File: config.mk
export PLATFORM = sky130hd
export DESIGN_NAME = seq_multiplier
export DESIGN_NICKNAME = d
export VERILOG_FILES = /design/src/rtl/seq_multiplier.sv
export SDC_FILE = /design/constraint.sdc
export NUM_CORES = 1
export LEC_CHECK = 0
export ABC_AREA = 1
export BUFFER_PORTS_ARGS = -buffer_cell sky130_fd_sc_hd__buf_2
export CAP_MARGIN = 30
export CORE_MARGIN = 2
export CORE_UTILIZATION = 40
export DETAILED_ROUTE_END_ITERATION = 12
export GPL_ROUTABILITY_DRIVEN = 0
export PLACE_DENSITY = 0.7
export SLEW_MARGIN = 20
export SYNTH_ARGS = -nofsm -noshare
export SYNTH_HDL_FRONTEND = slang
export SYNTH_SLANG_ARGS = --single-unit
File: constraint.sdc
create_clock -name clock -period 7.97 [get_ports clock]
set_clock_uncertainty 0.15 [all_clocks]
set_input_delay 1.594 -clock clock [delete_from_list [all_inputs] [get_ports clock]]
set_output_delay 1.594 -clock clock [all_outputs]
set_load 0.005 [all_outputs]
File: src/rtl/seq_multiplier.sv
// Sequential signed multiplier using radix-2 Booth recoding.
// One iteration per clock; a WIDTH-bit result is ready WIDTH cycles after the load edge.
module seq_multiplier #(
  parameter int unsigned WIDTH = 32
) (
  input  logic             clock,
  input  logic             reset,
  input  logic             ctrl_start,
  input  logic [WIDTH-1:0] data_operandA,
  input  logic [WIDTH-1:0] data_operandB,
  output logic [WIDTH-1:0] data_result,
  output logic             data_exception,
  output logic             data_resultRDY
);

  localparam int unsigned PW   = 2 * WIDTH + 2;
  localparam int unsigned CntW = $clog2(WIDTH);
  localparam logic [CntW-1:0] CntLast = CntW'(WIDTH - 1);

  typedef enum logic [1:0] {StIdle, StBusy, StDone} state_e;

  state_e           r_state;
  logic [PW-1:0]    r_prod;
  logic [WIDTH-1:0] r_a;
  logic [CntW-1:0]  r_cnt;
  logic [WIDTH-1:0] r_result;
  logic             r_exc;
  logic             r_rdy;

  logic [WIDTH:0]   w_acc;
  logic [WIDTH:0]   w_a_ext;
  logic [WIDTH:0]   w_sum;
  logic [PW-1:0]    w_next;
  logic [WIDTH:0]   w_hi;
  logic             w_exc;

  // Product register layout: {accumulator[WIDTH:0], multiplier[WIDTH-1:0], guard}.
  always_comb begin
    w_acc   = r_prod[PW-1:WIDTH+1];
    w_a_ext = {r_a[WIDTH-1], r_a};
    unique case (r_prod[1:0])
      2'b01:   w_sum = w_acc + w_a_ext;
      2'b10:   w_sum = w_acc - w_a_ext;
      default: w_sum = w_acc;
    endcase
    w_next = {w_sum[WIDTH], w_sum, r_prod[WIDTH:1]};
    // Product bit i sits at register bit i+1; bits [2W-1:W-1] must all match the sign.
    w_hi   = w_next[2*WIDTH:WIDTH];
    w_exc  = !((&w_hi) || !(|w_hi));
  end

  always_ff @(posedge clock) begin
    if (reset) begin
      r_state  <= StIdle;
      r_prod   <= '0;
      r_a      <= '0;
      r_cnt    <= '0;
      r_result <= '0;
      r_exc    <= 1'b0;
      r_rdy    <= 1'b0;
    end else begin
      r_rdy <= 1'b0;
      unique case (r_state)
        StIdle, StDone: begin
          if (ctrl_start) begin
            r_a     <= data_operandA;
            r_prod  <= {{(WIDTH + 1){1'b0}}, data_operandB, 1'b0};
            r_cnt   <= '0;
            r_state <= StBusy;
          end else begin
            r_state <= StIdle;
          end
        end
        StBusy: begin
          r_prod <= w_next;
          r_cnt  <= r_cnt + CntW'(1);
          if (r_cnt == CntLast) begin
            r_state  <= StDone;
            r_rdy    <= 1'b1;
            r_result <= w_next[WIDTH:1];
            r_exc    <= w_exc;
          end
        end
        default: r_state <= StIdle;
      endcase
    end
  end

  assign data_result    = r_result;
  assign data_exception = r_exc;
  assign data_resultRDY = r_rdy;

endmodule

== Word level (Yosys, flattened, before mapping) ==
Index checks and enable logic that the tools add are counted.
Widths: inputs -> output; s select.

* Logic and storage cells: 39
* Input bits: 67
* Bits in registers: 139
* Output and inout bits: 34

* Bitwise logic cells: 1
* Muxes and demuxes: 9
* $add $sub $neg: 3
* Equality and inequality tests: 7
* Reduce and logical (&&, ||, !) cells: 12

{| class="wikitable"
|+ Operators by type and width
! operator !! number
|-
| $pmux 66 s2 || 1
|-
| $mux 66 || 1
|-
| $pmux 33 s2 || 1
|-
| $add 33x33->33 || 1
|-
| $reduce_and 33->1 || 1
|-
| $reduce_or 33->1 || 1
|-
| $sub 33x33->33 || 1
|-
| $pmux 5 s2 || 1
|-
| $reduce_and 2->1 || 3
|-
| $add 5x1->5 const B || 1
|-
| $eq 5x5->1 const B || 1
|-
| $mux 5 || 1
|-
| $eq 2x1->1 const B || 2
|-
| $eq 2x2->1 const B || 2
|-
| $ne 2x2->1 const B || 2
|-
| $pmux 2 s2 || 1
|-
| $reduce_or 2->1 || 2
|-
| $logic_not 1->1 || 2
|-
| $logic_not 2->1 || 1
|-
| $mux 1 || 2
|-
| $mux 2 || 1
|-
| $reduce_bool 2->1 || 1
|-
| $logic_or 1x1->1 || 1
|-
| $not 1->1 || 1
|}

== Depth between registers and ports, before layout ==
Gate-level depths: netlist of run 1.

* Depth after elaboration: 6
* Mapped depth: 31
* Mapped depth without buffers: 31

== Least setup slack after synthesis of run 1 ==
No wires, ideal clock.

* Kind: register to register
* Start: register r_prod[0]
* End: register r_exc, in the netlist data_exception
* Cell stages (with the launch flop): 24
* Data arrival time: 3.176 ns
* Clock period less this slack: 3.457 ns
* Library setup time: 0.131 ns
* Setup slack: 4.513 ns
* Buffers on the path: 2
* Required time: 7.689 ns
* Path through: dfxtp_1 -> inv_1 -> ha_1 -> inv_1 -> clkbuf_1 -> clkbuf_1 -> o21ai_0 -> xnor2_1 -> inv_1 -> ha_1 -> nand2_1 -> inv_1 -> a21oi_1 -> nand2_1 -> a21oi_1 -> nand3_1 -> nand3_1 -> nand2_1 -> nor2_1 -> nand2_1 -> nor2_1 -> nand4_1 -> nand3_1 -> a21oi_2

* Longest elaborated chain between the ends: 6
* Elaborated cells on any way between the ends: 8
* Classes of those cells: eq/ne: 2; mux: 1; reduce/logical: 5

{| class="wikitable"
|+ Ends and longest elaborated chain
! item !! line !! text
|-
| start: declaration || 23 || <nowiki>logic [PW-1:0] r_prod;</nowiki>
|-
| start signal: assignment || 67 || <nowiki>r_prod <= {{(WIDTH + 1){1'b0}}, data_operandB, 1'b0};</nowiki>
|-
| start signal: assignment || 75 || <nowiki>r_prod <= w_next;</nowiki>
|-
| $eq 2x2->1 / $eq 2x1->1 (equally long branches) || 41 || <nowiki>unique case (r_prod[1:0])</nowiki>
|-
| $pmux 33 s2 * || 41 ||
|-
| $reduce_or 33->1 || 49 || <nowiki>w_exc = !((&w_hi) || !(|w_hi));</nowiki>
|-
| $logic_not 1->1 || 49 ||
|-
| $logic_or 1x1->1 * || 49 ||
|-
| $logic_not 1->1 * || 49 ||
|-
| end signal: assignment || 81 || <nowiki>r_exc <= w_exc;</nowiki>
|-
| end: declaration || 27 || <nowiki>logic r_exc;</nowiki>
|}

Every way passes the cells marked *; elsewhere a longest branch is shown, timed or not.
A chain may end at the register's enable or synchronous reset.

== Worst setup path after layout of run 1 ==
* Start: register r_prod[1]
* End: register r_exc, in the netlist data_exception

The elaborated chain is that of the path after synthesis.

==> impl_summary.log, run 1 <==
INFO  metric clk_pin_slew_worst_paths = 0.06 ns
INFO  metric number_of_antenna_violations_at_the_first_check_in_global_routing = 1
INFO  metric power.leakage = 5.388 nW
INFO  metric ys_dominant_reg_cell = sky130_fd_sc_hd__dfxtp_1
INFO  metric final_util = 0.4721
INFO  metric post-route-min-period = 4.274 ns
INFO  metric ys_top_cells_by_area = sky130_fd_sc_hd__dfxtp_1, sky130_fd_sc_hd__nand2_1, sky130_fd_sc_hd__inv_1, sky130_fd_sc_hd__nand3_1, sky130_fd_sc_hd__nor2_1
INFO  metric setup_slack = 3.696 ns
INFO  metric postCtsResizedCells = 0
INFO  metric syn-num-nets = 1652
INFO  metric synth_cells = 1548
INFO  metric total_grt_overflow = 0
INFO  metric totalPowerFinal = 0.002102 W
INFO  metric die_height = 156.9 um
INFO  metric crit_required = 8.10 ns
INFO  metric ant_nets = 0
INFO  metric fin_hold_ws = 0.3137 ns
INFO  metric grt_pass1_wl = 45.07 mm
INFO  metric synth_seq_cells = 138
INFO  metric timing.slew.headroom = 0.4247
INFO  metric synthToLayoutAreaGrowth = 14.95%
INFO  metric total_switching_power = 0.0006785 W
INFO  metric mostFrequentLayoutCell = sky130_fd_sc_hd__nand2_1
INFO  metric power-per-cell-area = 195.5 nW/um^2
INFO  metric yosys.area.top_type = sky130_fd_sc_hd__dfxtp_1
INFO  metric detailedRoute.firstIterationViolations = 695
INFO  metric postCtsSetupBuffers = 0
INFO  metric routed_wire_length_per_instance = 13.95 um
INFO  metric clock_buffer_count_from_cts = 17
INFO  metric timing_worst_slew_pin_value = 0.8620 ns
INFO  metric finalWirelength = 27.14 mm
INFO  metric critical_path_source_type = register
INFO  metric cts.path.max_buffers = 2
INFO  metric r2r_start = r_prod[1]$_SDFFE_PP0P_
INFO  metric clock_power_share = 0.404
INFO  metric total_of_buffers_placed_on_input_and_output_ports = 100
INFO  metric path_common_cell = sky130_fd_sc_hd__nand2_1
INFO  metric initial_utilization = 0.4107
INFO  metric clkLatencyLatePin = 0.43 ns
INFO  metric yosysTopAreaCellShare = 0.2953
INFO  metric die-area = 24630 sq um
INFO  metric rows = 55
INFO  metric outcome = finished clean
INFO  metric setup_tns = 0 ns
INFO  metric vdd_drop_max = 163.8 uV
INFO  metric setup_repair_after_global_routing_missed_its_margin = false
INFO  metric ys.warnings.count = 0
INFO  metric place_worst_setup_slack = 3.749 ns
INFO  metric internal_power = 0.001424 W
INFO  metric hpwl = 20.31 mm
INFO  metric pin_count = 101
INFO  metric coreArea = 22780 sq um
INFO  metric ys_seq_area_frac = 0.2953
INFO  metric min-delay-start = r_prod[0]$_SDFFE_PP0P_
INFO  metric mappedNetlistArea = 9355 sq um
INFO  metric vias_per_cell = 4.977
INFO  metric critical_path.slowest_cell = sky130_fd_sc_hd__ha_1
INFO  metric synth_area_per_cell = 6.043 sq um
INFO  metric async_flop_share = 0
INFO  metric setup_viol = 0
INFO  metric drv.max_cap_violation_count = 0
INFO  metric timing.critical_path.to_type = register
INFO  metric share_seq_of_total_power = 0.357
INFO  metric fmax = 234.0 MHz
INFO  metric worstPathArrival = 4.40 ns
INFO  metric crit_path_start = r_prod[1]$_SDFFE_PP0P_
INFO  metric min_delay_worst_type = reg -> reg
INFO  metric clk_root_buffer_cell = sky130_fd_sc_hd__clkbuf_16
INFO  metric grt_use_total = 0.2273
INFO  metric hold_buffers = 0
INFO  metric cts.sinks = 138
INFO  metric post_route_cells_drive_above_1_share = 0.1359
INFO  metric switching_share = 0.3227
INFO  metric cts_tree = built
INFO  metric cts_htree_levels = 4
INFO  metric grt_max_degree = 74
INFO  metric comb_power_frac = 0.238
INFO  metric finalMaxSlewViolations = 0
INFO  metric detail_route.drc_violations = 0
INFO  metric cp_cell_sequence = ha_1 > inv_1 > nand2_1 > o21ai_2 > nor2_2 > o21ai_1 > xor2_1 > ha_1 > inv_1 > nor3_1 > nand2_1 > nor2_1 > nand2_1 > nand2_1 > nand2_1 > nand2_1 > nand2_1 > nand2_1 > nand2_1 > nor2_1 > nand4_1 > nand3_1 > a21oi_2
INFO  metric fp.dieW = 156.9 um
INFO  metric final_cell_mix = sky130_fd_sc_hd__nand2_1, sky130_fd_sc_hd__inv_1, sky130_fd_sc_hd__nor2_1, sky130_fd_sc_hd__dfxtp_1, sky130_fd_sc_hd__nand3_1
INFO  metric antennaDiodeCount = 0
INFO  metric num_vias = 9685
INFO  metric first_pass_iters = 5
INFO  metric final_hold_viol_count = 0
INFO  metric critPathKind = reg -> reg
INFO  metric critical-path-max-stage-delay = 0.53 ns
INFO  metric synth_enable_flop_cells = 0
INFO  metric finalNetCount = 1725
INFO  metric fin_crit_sh = 0.5362
INFO  metric first_global_vias = 9234
INFO  metric post_synth_num_cell_types = 41
INFO  metric critPathMaxFanout = 20
cell families (layout without fill, tap and decap cells):
group / after synthesis / in the layout / share of synthesized area
simple gates: 866 / 866 / 0.3963
xor+xnor: 30 / 30 / 0.02809
fa+ha+maj: 37 / 37 / 0.05029
compound gates: 186 / 186 / 0.1127
buf+inv: 291 / 376 / 0.1173
flops: 138 / 138 / 0.2953
cells in the mapped netlist, drive strengths merged, types with 5 or more instances:
library cell    n
dfxtp         138
a21oi          74
nand4          14
nand2         523
a31oi          18
buf            10
xnor2           7
or2            24
nor2          161
xor2           23
nand3         123
o21ai          70
a221oi         14
inv           236
nor3           12
ha             36
clkbuf         44
nand3b          5
registers in the layout, summed over array words and instances, names as in the netlist:
| name | count |
|---|---|
| r_prod | 65 |
| data_result | 32 |
| r_a | 32 |
| r_cnt | 5 |
| r_state | 2 |
| data_exception | 1 |
| data_resultRDY | 1 |
stage by stage:
| step | cell area [sq um] | cells |
|---|---|---|
| 2_1_floorplan | 9355 | 1548 |
| 3_3_place_gp | 10080 | 1913 |
| 3_5_place_dp | 10100 | 1914 |
| 4_1_cts | 10730 | 1945 |
| 5_1_grt | 10750 | 1946 |
| 6_report | 10750 | 1946 |
worst paths after layout:
path / endpoint / slack (ns) / cells after the start
hold reg to reg: r_prod[0]$_SDFFE_PP0P_ / 0.31 / 2
setup / recovery: data_exception$_SDFFE_PP0P_ / 3.70 / 23
hold / removal: r_prod[0]$_SDFFE_PP0P_ / 0.31 / 2
setup reg to reg: data_exception$_SDFFE_PP0P_ / 3.70 / 23
per-layer routing:
metal  part of all wire  routed length (um)  global-route usage  up-vias
li1                   -                   -                   -     5002
met1               0.45               12110              0.2893     4343
met2               0.45               12320              0.3766      287
met3              0.070                1906             0.05039       51
met4              0.029                 785             0.08475        2
met5            0.00048                  13                   0        -
worst max-delay path: cells and delay by family, from the launching register on:
family          cells  cell delay, ns
fa+ha+maj           2            0.92
simple gates       15            1.73
xor+xnor            1            0.19
compound gates      3            0.25
buf+inv             2            0.55
flops               1            0.35
area by class of cell:
| cell class | count | area [sq um] |
|---|---|---|
| clock buffer | 18 | 439.2 |
| clock inverter | 13 | 190.2 |
| fill | 2320 | 12020 |
| inverter | 237 | 889.6 |
| multi-input combinational | 1119 | 5495 |
| sequential | 138 | 2763 |
| tap | 313 | 391.6 |
| timing repair buffer | 108 | 585.6 |
power groups by stage:
stage                     clock, W  combinational [W]  sequential (W)
final                     0.000850           0.000501        0.000751
after global routing      0.000896           0.000566        0.000754
after CTS                 0.000865           0.000496        0.000750
after detailed placement         0           0.000492        0.000765
after global placement           0           0.000483        0.000764
after floorplan                  0           0.000370        0.000756
Note: power is estimated with default switching activity, not from simulation.
==> run 2, diff against run 1 <==
- PLACE_DENSITY: 0.7 -> 0.72
- clock period: 7.97 -> 3.5 ns (I/O delays scaled with it)
==> run 2 against run 1 <==
The run now ends with setup timing left. Clock power is 110% higher. Final cell count is 10% higher. Total power grew to 2.5 times the previous value. Register-to-register slack worse by 4.4 ns. Sequential power is 130% higher. Sequential share of layout area is 4.7 points lower. Fmax is 1.3% higher. Global-route usage is 2.5 points higher. Highest routed layer is now met4.
==> impl_summary.log, run 2 (synthesis gave the netlist of run 1 again) <==
INFO  metric clk_pin_slew_worst_paths = 0.07 ns (was 0.06 ns)
INFO  metric fp.dieW = 156.9 um (unchanged)
INFO  metric total_grt_overflow = 0 (unchanged)
INFO  metric detail_route.drc_violations = 0 (unchanged)
INFO  metric violations_in_the_final_reports = setup timing
INFO  metric final_hold_viol_count = 0 (unchanged)
INFO  metric initial_utilization = 0.4107 (unchanged)
INFO  metric vdd_drop_max = 295.0 uV (was 163.8 uV)
INFO  metric crit_path_start = r_a[0]$_SDFFE_PP0P_ (was r_prod[1]$_SDFFE_PP0P_)
INFO  metric total_of_buffers_placed_on_input_and_output_ports = 100 (unchanged)
INFO  metric critical_path.slowest_cell = sky130_fd_sc_hd__dfxtp_2 (was sky130_fd_sc_hd__ha_1)
INFO  metric grt_max_degree = 73 (was 74)
INFO  metric critPathKind = reg -> reg (unchanged)
INFO  metric path_common_cell = sky130_fd_sc_hd__nand2_2 (was sky130_fd_sc_hd__nand2_1)
INFO  metric antennaDiodeCount = 0 (unchanged)
INFO  metric setup_viol = 18 (was 0)
INFO  metric fin_crit_sh = 1.205 (was 0.5362)
INFO  metric r2r_start = r_a[0]$_SDFFE_PP0P_ (was r_prod[1]$_SDFFE_PP0P_)
INFO  metric clock_buffer_count_from_cts = 17 (unchanged)
INFO  metric synthToLayoutAreaGrowth = 40.60% (was 14.95%)
INFO  metric post_route_cells_drive_above_1_share = 0.3202 (was 0.1359)
INFO  metric timing.critical_path.to_type = register (unchanged)
INFO  metric clk_root_buffer_cell = sky130_fd_sc_hd__clkbuf_16 (unchanged)
INFO  metric finalNetCount = 1921 (was 1725)
INFO  metric final_util = 0.5775 (was 0.4721)
INFO  metric rows = 55 (unchanged)
INFO  metric cts.sinks = 138 (unchanged)
INFO  metric cts.path.max_buffers = 2 (unchanged)
INFO  metric mostFrequentLayoutCell = sky130_fd_sc_hd__nand2_1 (unchanged)
INFO  metric setup_repair_after_global_routing_missed_its_margin = true (was false)
INFO  metric number_of_antenna_violations_at_the_first_check_in_global_routing = 0 (was 1)
INFO  metric worstPathArrival = 4.35 ns (was 4.40 ns)
INFO  metric grt_pass1_wl = 49.79 mm (was 45.07 mm)
INFO  metric coreArea = 22780 sq um (unchanged)
INFO  metric finalWirelength = 32.85 mm (was 27.14 mm)
INFO  metric timing_worst_slew_pin_value = 0.8583 ns (was 0.8620 ns)
INFO  metric cts_htree_levels = 4 (unchanged)
INFO  metric first_global_vias = 10.44k (was 9234)
INFO  metric min_delay_worst_type = reg -> reg (unchanged)
INFO  metric outcome = finished with violations (was finished clean)
INFO  metric timing.slew.headroom = 0.4272 (was 0.4247)
INFO  metric hpwl = 22.23 mm (was 20.31 mm)
INFO  metric setup_slack = -0.7188 ns (was 3.696 ns)
INFO  metric post-route-min-period = 4.219 ns (was 4.274 ns)
INFO  metric fmax = 237.0 MHz (was 234.0 MHz)
INFO  metric detailedRoute.firstIterationViolations = 933 (was 695)
INFO  metric top_register = r_prod (unchanged)
INFO  metric critPathCapture = data_exception$_SDFFE_PP0P_ (unchanged)
INFO  metric final_cell_mix = sky130_fd_sc_hd__nand2_1, sky130_fd_sc_hd__inv_1, sky130_fd_sc_hd__buf_4, sky130_fd_sc_hd__dfxtp_1, sky130_fd_sc_hd__nor2_1 (was sky130_fd_sc_hd__nand2_1, sky130_fd_sc_hd__inv_1, sky130_fd_sc_hd__nor2_1, sky130_fd_sc_hd__dfxtp_1, sky130_fd_sc_hd__nand3_1)
INFO  metric pin_count = 101 (unchanged)
INFO  metric first_pass_iters = 5 (unchanged)
INFO  metric power.leakage = 6.504 nW (was 5.388 nW)
INFO  metric r2r_setup_slack = -0.72 ns (was 3.70 ns)
INFO  metric critical-path-max-stage-delay = 0.34 ns (was 0.53 ns)
INFO  metric rr_worst_depth = 31 (was 23)
INFO  metric crit_required = 3.63 ns (was 8.10 ns)
INFO  metric largest_register_ff_count = 65 (unchanged)
INFO  metric min-delay-start = r_cnt[3]$_SDFFE_PP0P_ (was r_prod[0]$_SDFFE_PP0P_)
INFO  metric setup_tns = -6.822 ns (was 0 ns)
INFO  metric finalMaxSlewViolations = 0 (unchanged)
INFO  metric die_height = 156.9 um (unchanged)
INFO  metric cts_tree = built (unchanged)
INFO  metric die-area = 24630 sq um (unchanged)
INFO  metric vias_per_cell = 5.144 (was 4.977)
INFO  metric ant_nets = 0 (unchanged)
INFO  metric clkLatencyLatePin = 0.43 ns (about the same)
INFO  metric grt_use_total = 0.2525 (was 0.2273)
INFO  metric critical_path_source_type = register (unchanged)
INFO  metric critical_path.reg2reg.endpoint = data_exception$_SDFFE_PP0P_ (unchanged)
INFO  metric critPathMaxFanout = 4 (was 20)
INFO  metric power-per-cell-area = 403.3 nW/um^2 (was 195.5 nW/um^2)
INFO  metric routed_wire_length_per_instance = 15.33 um (was 13.95 um)
INFO  metric drv.max_cap_violation_count = 0 (unchanged)
INFO  metric num_vias = 11.02k (was 9685)
[run 2: changes by cell type in the layout (fill, tap and decap cells not counted), moves of 16 or more]
cell / before / now
sky130_fd_sc_hd__a21oi_1: 73 / 54
sky130_fd_sc_hd__a21oi_2: 1 / 18
sky130_fd_sc_hd__nand2_2: 11 / 65
sky130_fd_sc_hd__ha_1: 36 / 18
sky130_fd_sc_hd__buf_6: 0 / 18
sky130_fd_sc_hd__nand2_1: 512 / 446
sky130_fd_sc_hd__nor2_4: 3 / 19
sky130_fd_sc_hd__nand3_1: 116 / 99
sky130_fd_sc_hd__ha_4: 0 / 17
sky130_fd_sc_hd__buf_4: 6 / 184
[run 2: how the worst min path moves through the flow]
stage | to | slack, ns | depth (start not counted)
after floorplan | r_cnt[3]$_SDFFE_PP0P_ | 0.29 | 1
after global placement | r_prod[0]$_SDFFE_PP0P_ | 0.30 | 2
after detailed placement | r_cnt[3]$_SDFFE_PP0P_ | 0.31 | 1
after CTS | data_result[0]$_SDFFE_PP0P_ | 0.32 | 2
after global routing | data_result[28]$_SDFFE_PP0P_ | 0.34 | 2
final | r_cnt[3]$_SDFFE_PP0P_ | 0.31 | 1
[run 2: worst max-delay path: cells and delay by family, from the launching register on]
family                     cells  cell delay, ns
DFF                            1            0.34
AOI/OAI and AO/OA              2            0.13
and+or+nand+nor               22            2.36
xor gates and xnor gates       1            0.25
buffers and inverters          5            0.55
adders and majority gates      1            0.32
[run 2: timing repair]
action | in CTS | in global routing
pin swaps | 60 | 40
hold buffers | 0 | 0
buffers inserted | 26 | 16
endpoints found under the setup margin | 18 | 25
gates resized for setup | 103 | 131
[run 2: power breakdown]
group | switching [W] | leakage (nW) | internal [W] | total (W)
clock network | 0.000794 | 0.283 | 0.00101 | 0.00180
logic | 0.00101 | 5.09 | 0.000780 | 0.00179
registers | 0.0000681 | 1.13 | 0.00164 | 0.00171
total | 0.00187 | 6.50 | 0.00343 | 0.00531
[run 2: per-layer routing]
layer,vias up,global-route usage,part of all wire
met3,101,0.05727,0.080
li1,5390,-,-
met1,5059,0.2986,0.40
met5,-,0,0
met4,0,0.1219,0.046
met2,474,0.4321,0.48
[run 2: area by class of cell]
cell class                      instances  area [sq um]
Fill cell                            1946          9624
Multi-Input combinational cell       1119          6394
Sequential cell                       138          2765
Timing Repair Buffer                  304          2125
Inverter                              237         897.1
Clock buffer                           17         425.4
Tap cell                              313         391.6
Clock inverter                         15         156.4
[run 2: through the flow]
stage	hold WS [ns]	instance area, sq um	setup WS (ns)	power (W)	std cells
final	0.3124	13150	-0.7188	0.005305	2143
after global routing	0.3360	13150	-0.9929	0.005544	2143
after CTS	0.3184	12490	-0.4270	0.005073	2127
after detailed placement	0.3089	11300	-0.5888	0.003162	2072
after global placement	0.2991	11280	-0.4812	0.003127	2071
after floorplan	0.2867	9355	0.04334	0.002565	1548
